## config.mk

```make
export PLATFORM = sky130hd
export DESIGN_NAME = operand_fetch
export DESIGN_NICKNAME = d
export VERILOG_FILES = /design/src/rtl/operand_fetch.sv
export SDC_FILE = /design/constraint.sdc
export NUM_CORES = 1
export LEC_CHECK = 0
export ABC_CLOCK_PERIOD_IN_PS = 4030
export CELL_PAD_IN_SITES_DETAIL_PLACEMENT = 0
export CELL_PAD_IN_SITES_GLOBAL_PLACEMENT = 2
export CORE_AREA = 2 2 111 113
export DETAILED_ROUTE_END_ITERATION = 8
export DIE_AREA = 0 0 113 115
export GPL_ROUTABILITY_DRIVEN = 0
export PLACE_DENSITY = 0.74
export SLEW_MARGIN = 20
export SYNTH_ARGS = -nofsm -noshare
export SYNTH_HDL_FRONTEND = slang
export SYNTH_SLANG_ARGS = --single-unit
```

## constraint.sdc

```tcl
create_clock -name clock -period 4.03 [get_ports clock]
set_clock_uncertainty 0.15 [all_clocks]
set_input_delay 0.806 -clock clock [delete_from_list [all_inputs] [get_ports clock]]
set_output_delay 0.806 -clock clock [all_outputs]
set_load 0.005 [all_outputs]
```

## src/rtl/operand_fetch.sv

```systemverilog
// ============================================================================
// Module      : operand_fetch
// Description : Reads source operands from the register file, stalls on RAW
//               hazards, and forwards operands to execute.
// Revision    : 1.0
// ============================================================================
`default_nettype none

module operand_fetch #(
    parameter int DW    = 16,
    parameter int AW    = 3,
    parameter int CNT_W = 2
) (
    input  logic          clock,
    input  logic          reset,
    input  logic          in_valid,
    output logic          in_ready,
    input  logic [AW-1:0] sr1,
    input  logic [AW-1:0] sr2,
    input  logic          use_sr1,
    input  logic          use_sr2,
    input  logic [AW-1:0] dr,
    input  logic          writes_dr,
    output logic [AW-1:0] rf_sr1,
    output logic [AW-1:0] rf_sr2,
    input  logic [DW-1:0] rf_d1,
    input  logic [DW-1:0] rf_d2,
    input  logic          wb_en,
    input  logic [AW-1:0] wb_dr,
    input  logic [DW-1:0] wb_data,
    output logic          out_valid,
    input  logic          out_ready,
    output logic [DW-1:0] out_vsr1,
    output logic [DW-1:0] out_vsr2,
    output logic [AW-1:0] out_dr,
    output logic          out_wdr
);

    localparam int              NREG    = 1 << AW;
    localparam logic [CNT_W-1:0] CNT_MAX = '1;
    localparam logic [CNT_W-1:0] CNT_ONE = CNT_W'(1);

    // Outstanding-write count per architectural register
    logic [CNT_W-1:0] cnt [NREG];

    logic          wb_hit1;
    logic          wb_hit2;
    logic          wb_hit_dr;
    logic          blocked1;
    logic          blocked2;
    logic          full_stall;
    logic          pipe_free;
    logic          issue;
    logic [DW-1:0] opnd1;
    logic [DW-1:0] opnd2;
    logic [NREG-1:0] inc;
    logic [NREG-1:0] dec;

    assign rf_sr1 = sr1;
    assign rf_sr2 = sr2;

    assign wb_hit1   = wb_en && (wb_dr == sr1);
    assign wb_hit2   = wb_en && (wb_dr == sr2);
    assign wb_hit_dr = wb_en && (wb_dr == dr);

    // A single outstanding write is harmless when it retires this very cycle
    assign blocked1 = use_sr1 &&
                      ((cnt[sr1] > CNT_ONE) || ((cnt[sr1] == CNT_ONE) && !wb_hit1));
    assign blocked2 = use_sr2 &&
                      ((cnt[sr2] > CNT_ONE) || ((cnt[sr2] == CNT_ONE) && !wb_hit2));

    assign full_stall = writes_dr && (cnt[dr] == CNT_MAX) && !wb_hit_dr;

    assign pipe_free = !out_valid || out_ready;
    assign in_ready  = pipe_free && !blocked1 && !blocked2 && !full_stall;
    assign issue     = in_valid && in_ready;

    assign opnd1 = wb_hit1 ? wb_data : rf_d1;
    assign opnd2 = wb_hit2 ? wb_data : rf_d2;

    always_comb begin
        inc = '0;
        dec = '0;
        for (int r = 0; r < NREG; r++) begin
            inc[r] = issue && writes_dr && (dr == AW'(r));
            dec[r] = wb_en && (wb_dr == AW'(r)) && (cnt[r] != '0);
        end
    end

    always_ff @(posedge clock or negedge reset) begin
        if (!reset) begin
            for (int r = 0; r < NREG; r++) begin
                cnt[r] <= '0;
            end
        end else begin
            for (int r = 0; r < NREG; r++) begin
                if (inc[r] && !dec[r]) begin
                    cnt[r] <= cnt[r] + CNT_ONE;
                end else if (dec[r] && !inc[r]) begin
                    cnt[r] <= cnt[r] - CNT_ONE;
                end
            end
        end
    end

    // Output register: holds while execute back-pressures
    always_ff @(posedge clock or negedge reset) begin
        if (!reset) begin
            out_valid <= 1'b0;
            out_vsr1  <= '0;
            out_vsr2  <= '0;
            out_dr    <= '0;
            out_wdr   <= 1'b0;
        end else if (issue) begin
            out_valid <= 1'b1;
            out_vsr1  <= opnd1;
            out_vsr2  <= opnd2;
            out_dr    <= dr;
            out_wdr   <= writes_dr;
        end else if (out_ready) begin
            out_valid <= 1'b0;
        end
    end

endmodule

`default_nettype wire

```

==> results_dict.tcl, run 1 <==
set metrics [dict create \
    dp_hpwl_um 7440 \
    io_buffers 111 \
    synth_area_leaders "dfrtp_1 41%, mux4_2 6.3%, mux2_2 6.0%" \
    finalSetupTns_ps 0 \
    slew_viol_final 0 \
    postPlaceCellArea_mm2 0.004593 \
    min_to "out_vsr1[5]" \
    end_kind "output pin" \
    critical_path_class "primary input to output pin" \
    fin_cells 546 \
    dp_cells 538 \
    start_kind "primary input" \
    drive_above_1_share_pct 19.05 \
    core_mm2 0.01181 \
    die_y_um 115 \
    wl_per_cell_um 17.86 \
    ctsHoldBuffers 0 \
    syn2layout_area_growth_pct 48.75 \
    synth_common_cells "53 x dfrtp_1, 17 x mux2_2, 17 x xnor2_1" \
    synthFlopType "dfrtp_1" \
    clock_path_buffers 2 \
    final_area_mm2 0.004772 \
    viasPerCell 4.842 \
    clk_latency_ps 300 \
    path_buf_inv 4 \
    p_per_area_mw_per_mm2 579.1 \
    crit_fanout 5 \
    grt_max_degree 34 \
    cell_internal_pwr_mw 1.868 \
    sequentialPowerShare_pct 38.2 \
    comb_power_share_pct 43.8 \
    synth_most_common_cell "dfrtp_1" \
    vias 2644 \
    ant_nets 0 \
    rsz0062_at_grt "false" \
    synth.top_cell.area_share_pct 41.34 \
    p_sw_mw 0.8954 \
    pin_count 112 \
    drc 17 \
    rr_worst_depth 9 \
    synth_seq_cells 53 \
    grt_pass1_wl_um 14740 \
    cp_top_family "buffers and inverters" \
    worst_pin_slew_ps 681.9 \
    tritoncts "built" \
    maxSlewHeadroom_pct 54.54 \
    nNetsFinal 474 \
    hold_viol_final 0 \
    synth_fp_nets 352 \
    post-route-period-util_pct 94.47 \
    clkSinkCount 53 \
    max_cap_viol_count 0 \
    setup_viol_count_final 0 \
    syn_area_mm2 0.003208 \
    yosysWarnings 0 \
    ir_drop_v 0.0001459 \
    n_fill_cell 1150 \
    start_util_pct 27.16 \
    syn_avg_cell_area_um2 11.62 \
    clk_pin_slew_ps 70 \
    ys_types 34 \
    root_buffer "clkbuf_16" \
    drt-initial-drc-count 170 \
    min_period_ps 3807 \
    cp_slowest_stage_delay_ps 500 \
    grt-ovfl-total 0 \
    violations "DRC" \
    cts_buffers 5 \
    rr_endpoint "cnt[7]" \
    critPathSlowestCell "mux4_2" \
    finalPower_mw 2.763 \
    hold_start "out_vsr1[5]" \
    worstPathCellList "clkdlybuf4s50_1, buf_6, mux4_2, a211o_1, a32oi_2, nand3_2, inv_1, dlygate4sd2_1" \
    sw_frac_of_total_pct 32.40 \
    synth_cells 276 \
    firstDrtPassIters 6 \
    hold_path_depth 1 \
    hold_path_class "flip-flop to flip-flop" \
    synth_edf_count 0 \
    status "finished with violations" \
    routed_wl_um 9751 \
    cp.required_ps 3070 \
    yosysSeqAreaShare_pct 41.34 \
    synth-async-reset-ratio_pct 100.0 \
    critical_path_arrival_ps 2850 \
    synth_area_leader_cell "dfrtp_1" \
    max_clock_freq_ghz 0.2627 \
    grt_pass1_vias 2573 \
    die_w_um 113 \
    rr_startpoint "cnt[10]" \
    p_leak_nw 2.044 \
    rows 40 \
    r2r_slack_ps 1050 \
    grtUsageTotal_pct 14.67 \
    cts-htree-levels 2 \
    clockPowerShare_pct 18.0 \
    antenna_cells 0 \
    antenna_found_initial 0 \
    dieArea_mm2 0.01300 \
]
==> flip-flops by register name (all words and copies together), names as in the netlist <==
register	flops
cnt	16
out_vsr1	16
out_vsr2	16
out_dr	3
out_valid	1
out_wdr	1
==> power by group through the flow <==
stage	clock network, mW	registers, mW	logic [mW]
2_1_floorplan	0	1.01	0.583
3_3_place_gp	0	1.05	1.21
3_5_place_dp	0	1.07	1.22
4_1_cts	0.518	1.06	1.22
5_1_grt	0.539	1.09	1.30
6_report	0.498	1.06	1.21
==> repair_timing <==
| item | 4_1_cts | 5_1_grt |
|---|---|---|
| setup buffers | 0 | 0 |
| setup endpoints to repair | 1 | 0 |
| gates resized for setup | 3 | 0 |
==> cell usage in the layout, fill, tap and decap left out, types with 2 or more instances in the layout <==
master,n
nand3_1,6
a211o_1,4
clkdlybuf4s50_1,109
o2111ai_1,2
xnor2_1,17
nor4b_1,2
mux2_1,9
a21oi_1,16
buf_4,25
nor2_1,10
nor2b_1,3
clkbuf_16,5
nand2_1,9
nor4_1,2
ha_1,8
a31oi_1,16
xor2_1,16
nor3_1,4
o211ai_1,6
mux2_4,10
o21ai_0,4
inv_1,5
mux2_2,17
dfrtp_1,53
mux2i_1,16
nand4_1,2
mux4_2,9
==> cell type report <==
cell class                      count  area, um^2  share of cell area [%]
Clock buffer                        5       125.1                   2.622
Multi-Input combinational cell    195        1748                   36.63
Tap cell                          147       183.9                   3.854
Clock inverter                      3       46.29                  0.9701
Sequential cell                    53        1326                   27.79
Timing Repair Buffer              138        1324                   27.74
Inverter                            5       18.77                  0.3933
==> how the worst max path moves through the flow <==
stage            from  cells after the start       end
2_1_floorplan  sr2[0]                     10   cnt[15]
3_3_place_gp   sr2[0]                      8  in_ready
3_5_place_dp   sr2[0]                      8  in_ready
4_1_cts        sr2[0]                      8  in_ready
5_1_grt        sr2[0]                      8  in_ready
6_report       sr2[0]                      8  in_ready
==> per-stage QoR <==
stage / worst slack, ps / util (%) / hold slack, ps
4_1_cts: 183.9 / 40.40 / 349.2
3_5_place_dp: -150.9 / 38.89 / 333.1
5_1_grt: 117.4 / 40.40 / 353.1
3_3_place_gp: -154.2 / 38.89 / 322.4
2_1_floorplan: 586.8 / - / 338.9
6_report: 222.8 / 40.40 / 340.3
==> kinds of logic after synthesis <==
kind of cell             count (synthesis)  synth area share [%]
multiplexers                            61                 25.12
buffers and inverters                   28                 4.329
flip-flops                              53                 41.34
adder cells (fa/ha/maj)                  8                 3.120
AND/OR/NAND/NOR                         42                 6.630
XOR/XNOR                                33                 9.009
AO/OA/AOI/OAI                           51                 10.45
==> routing by layer <==
metal | vias to the layer above | GRT usage [%] | share of wire (%)
met2 | 110 | 24.07 | 45
met1 | 1259 | 19.62 | 44
met3 | 18 | 3.057 | 8.3
li1 | 1257 | - | -
met4 | 0 | 4.472 | 2.3
met5 | - | 0 | 0
==> worst register-to-register path: stages (launching register included) <==
cell,delay [ps]
dfrtp_1,480
mux4_2,500
a211o_1,280
a32oi_2,260
nand3_2,130
buf_4,180
nor4b_1,320
ha_1,320
nor2_1,150
xor2_1,150
(Power assumes the default switching activity.)
==> inputs of run 2 (changes only) <==
--- a/config.mk
+++ b/config.mk
@@ -6,13 +6,15 @@
 export NUM_CORES = 1
 export LEC_CHECK = 0
 export ABC_CLOCK_PERIOD_IN_PS = 4030
+export CAP_MARGIN = 20
 export CELL_PAD_IN_SITES_DETAIL_PLACEMENT = 0
 export CELL_PAD_IN_SITES_GLOBAL_PLACEMENT = 2
-export CORE_AREA = 2 2 111 113
+export CORE_AREA = 2 2 94 96
 export DETAILED_ROUTE_END_ITERATION = 8
-export DIE_AREA = 0 0 113 115
+export DIE_AREA = 0 0 96 98
+export DONT_BUFFER_PORTS = 1
 export GPL_ROUTABILITY_DRIVEN = 0
-export PLACE_DENSITY = 0.74
+export PLACE_DENSITY = 0.87
 export SLEW_MARGIN = 20
 export SYNTH_ARGS = -nofsm -noshare
 export SYNTH_HDL_FRONTEND = slang
==> run 2 against run 1 <==
  * The run now ends clean
  * Register-to-register slack got worse by 130 ps
  * First-iteration DRC count is 56% lower
  * Clock power shrank 23%
  * Sequential power is 4% higher
  * Combinational power down 46%
  * Setup slack gained 520 ps
  * Count of clock-buffer cells in the layout rose by 1
  * Non-clock buffer count shrank 133
  * Highest routed layer unchanged
  * Fmax increased by 16%
  * Via count shrank 18%
  * Total power fell by 22%
==> results_dict.tcl, run 2 (synthesis results as in run 1) <==
set metrics [dict create \
    cp-endpoint "in_ready" \
    rsz0062_at_grt "false" \
    sw_frac_of_total_pct 35.70 \
    clk_latency_ps 310 \
    cp_slowest_stage_delay_ps 470 \
    syn2layout_area_growth_pct 5.382 \
    ant_nets 0 \
    p_per_area_mw_per_mm2 634.0 \
    critical_path_arrival_ps 2330 \
    rr_endpoint "cnt[7]" \
    post_cts_resized 0 \
    p_leak_nw 1.468 \
    core_mm2 0.008466 \
    dp_hpwl_um 5889 \
    grt.busiest_layer "met2" \
    rows 34 \
    sequentialPowerShare_pct 51.3 \
    grt-ovfl-total 0 \
    grtUsageMet1_pct 20.84 \
    p_sw_mw 0.7653 \
    antenna_cells 0 \
    drive_above_1_share_pct 19.55 \
    tritoncts "built" \
    post_cts_buffers 0 \
    drc 0 \
    wl_per_cell_um 20.85 \
    grtUsageTotal_pct 16.48 \
    cts-htree-levels 2 \
    viasPerCell 5.807 \
    cts_buffers 5 \
    critPathSlowestCell "mux4_2" \
    cp-startpoint "sr2[0]" \
    use_met2_pct 27.30 \
    met3_usage_pct 5.170 \
    root_buffer "clkbuf_8" \
    grt_pass1_wl_um 11880 \
    hold_path_class "primary input to asynchronous set/reset pin" \
    most-common-layout-cells "53 x dfrtp_1, 17 x xnor2_1, 17 x mux2_2" \
    finalSetupTns_ps 0 \
    clock_path_buffers 2 \
    ir_drop_v 0.0002126 \
    rr_worst_depth 8 \
    clk_pin_slew_ps 100 \
    cp.required_ps 3070 \
    crit_fanout 9 \
    routed_wl_um 7797 \
    grt_pass1_vias 2211 \
    rr_startpoint "cnt[2]" \
    r2r_slack_ps 920 \
    critical_path_class "primary input to output pin" \
    grt_max_degree 54 \
    max_clock_freq_ghz 0.3042 \
    drt-initial-drc-count 74 \
    vias 2172 \
    final_util_pct 39.93 \
    reg_top3 "cnt: 16 flops, out_vsr1: 16 flops, out_vsr2: 16 flops" \
    clockPowerShare_pct 18.0 \
    setup_viol_count_final 0 \
    start_util_pct 37.90 \
    pin_count 112 \
    start_kind "primary input" \
    cell_internal_pwr_mw 1.378 \
    final_area_mm2 0.003381 \
    final_common_cell "dfrtp_1" \
    ctsHoldBuffers 0 \
    io_buffers 0 \
    max_cap_viol_count 0 \
    worstPathCellList "mux4_2, a211o_1, a32oi_2, nand3_1, inv_1" \
    slew_viol_final 0 \
    end_kind "output pin" \
    die_y_um 98 \
    antenna_found_initial 0 \
    clkSinkCount 53 \
    dieArea_mm2 0.009408 \
    postPlaceCellArea_mm2 0.003261 \
    min_period_ps 3287 \
    die_w_um 96 \
    maxSlewHeadroom_pct 70.81 \
    nNetsFinal 341 \
    status "complete, no violations" \
    post-route-period-util_pct 81.57 \
    worst_pin_slew_ps 436.9 \
    comb_power_share_pct 30.7 \
    firstDrtPassIters 4 \
    hold_viol_final 0 \
]
==> run 2: power groups by stage <==
| stage | sequential, mW | clock, mW | combinational [mW] |
|---|---|---|---|
| after global placement | 1.10 | 0 | 0.643 |
| after global routing | 1.14 | 0.424 | 0.727 |
| after CTS | 1.10 | 0.399 | 0.664 |
| final | 1.10 | 0.385 | 0.658 |
| after detailed placement | 1.11 | 0 | 0.664 |
| after floorplan | 1.01 | 0 | 0.583 |
==> run 2: layout make-up <==
type,instances,area (um^2)
flip-flops and latches,53,1326
inverters,5,18.77
repair buffers,5,37.54
well taps,108,135.1
multi-input cells,195,1743
clock inverters,2,37.54
fillers,827,5085
clock buffers,6,82.58
==> run 2: metrics by stage <==
step	power (mW)	hold WS [ps]	setup slack, ps	std cells
CTS	2.167	16.39	742.9	374
global placement	1.747	356.3	643.4	366
floorplan	1.597	338.9	586.8	276
detailed placement	1.777	360.2	621.5	366
global route	2.296	4.734	609.2	374
finish	2.143	31.45	742.9	374
==> run 2: how the worst min path moves through the flow <==
| stage | slack, ps | endpoint | cells after the start |
|---|---|---|---|
| 2_1_floorplan | 340 | out_vsr1[0] | 1 |
| 3_3_place_gp | 360 | out_vsr1[14] | 0 |
| 3_5_place_dp | 360 | out_vsr1[14] | 0 |
| 4_1_cts | 20 | out_vsr1[3] | 0 |
| 5_1_grt | 5 | out_vsr1[11] | 0 |
| 6_report | 30 | out_vsr1[14] | 0 |
==> run 2: worst max-delay path, delay by kind of cell <==
family	cells	cell delay [ps]
AO/OA/AOI/OAI	2	550
buffers and inverters	1	210
multiplexers	1	470
AND/OR/NAND/NOR	1	300
==> run 2: routing by layer <==
metal / vias to the layer above / share of wire [%]
met1: 1072 / 39
met4: 0 / 0.91
met3: 13 / 9.7
met5: - / 0
met2: 103 / 50
li1: 984 / -
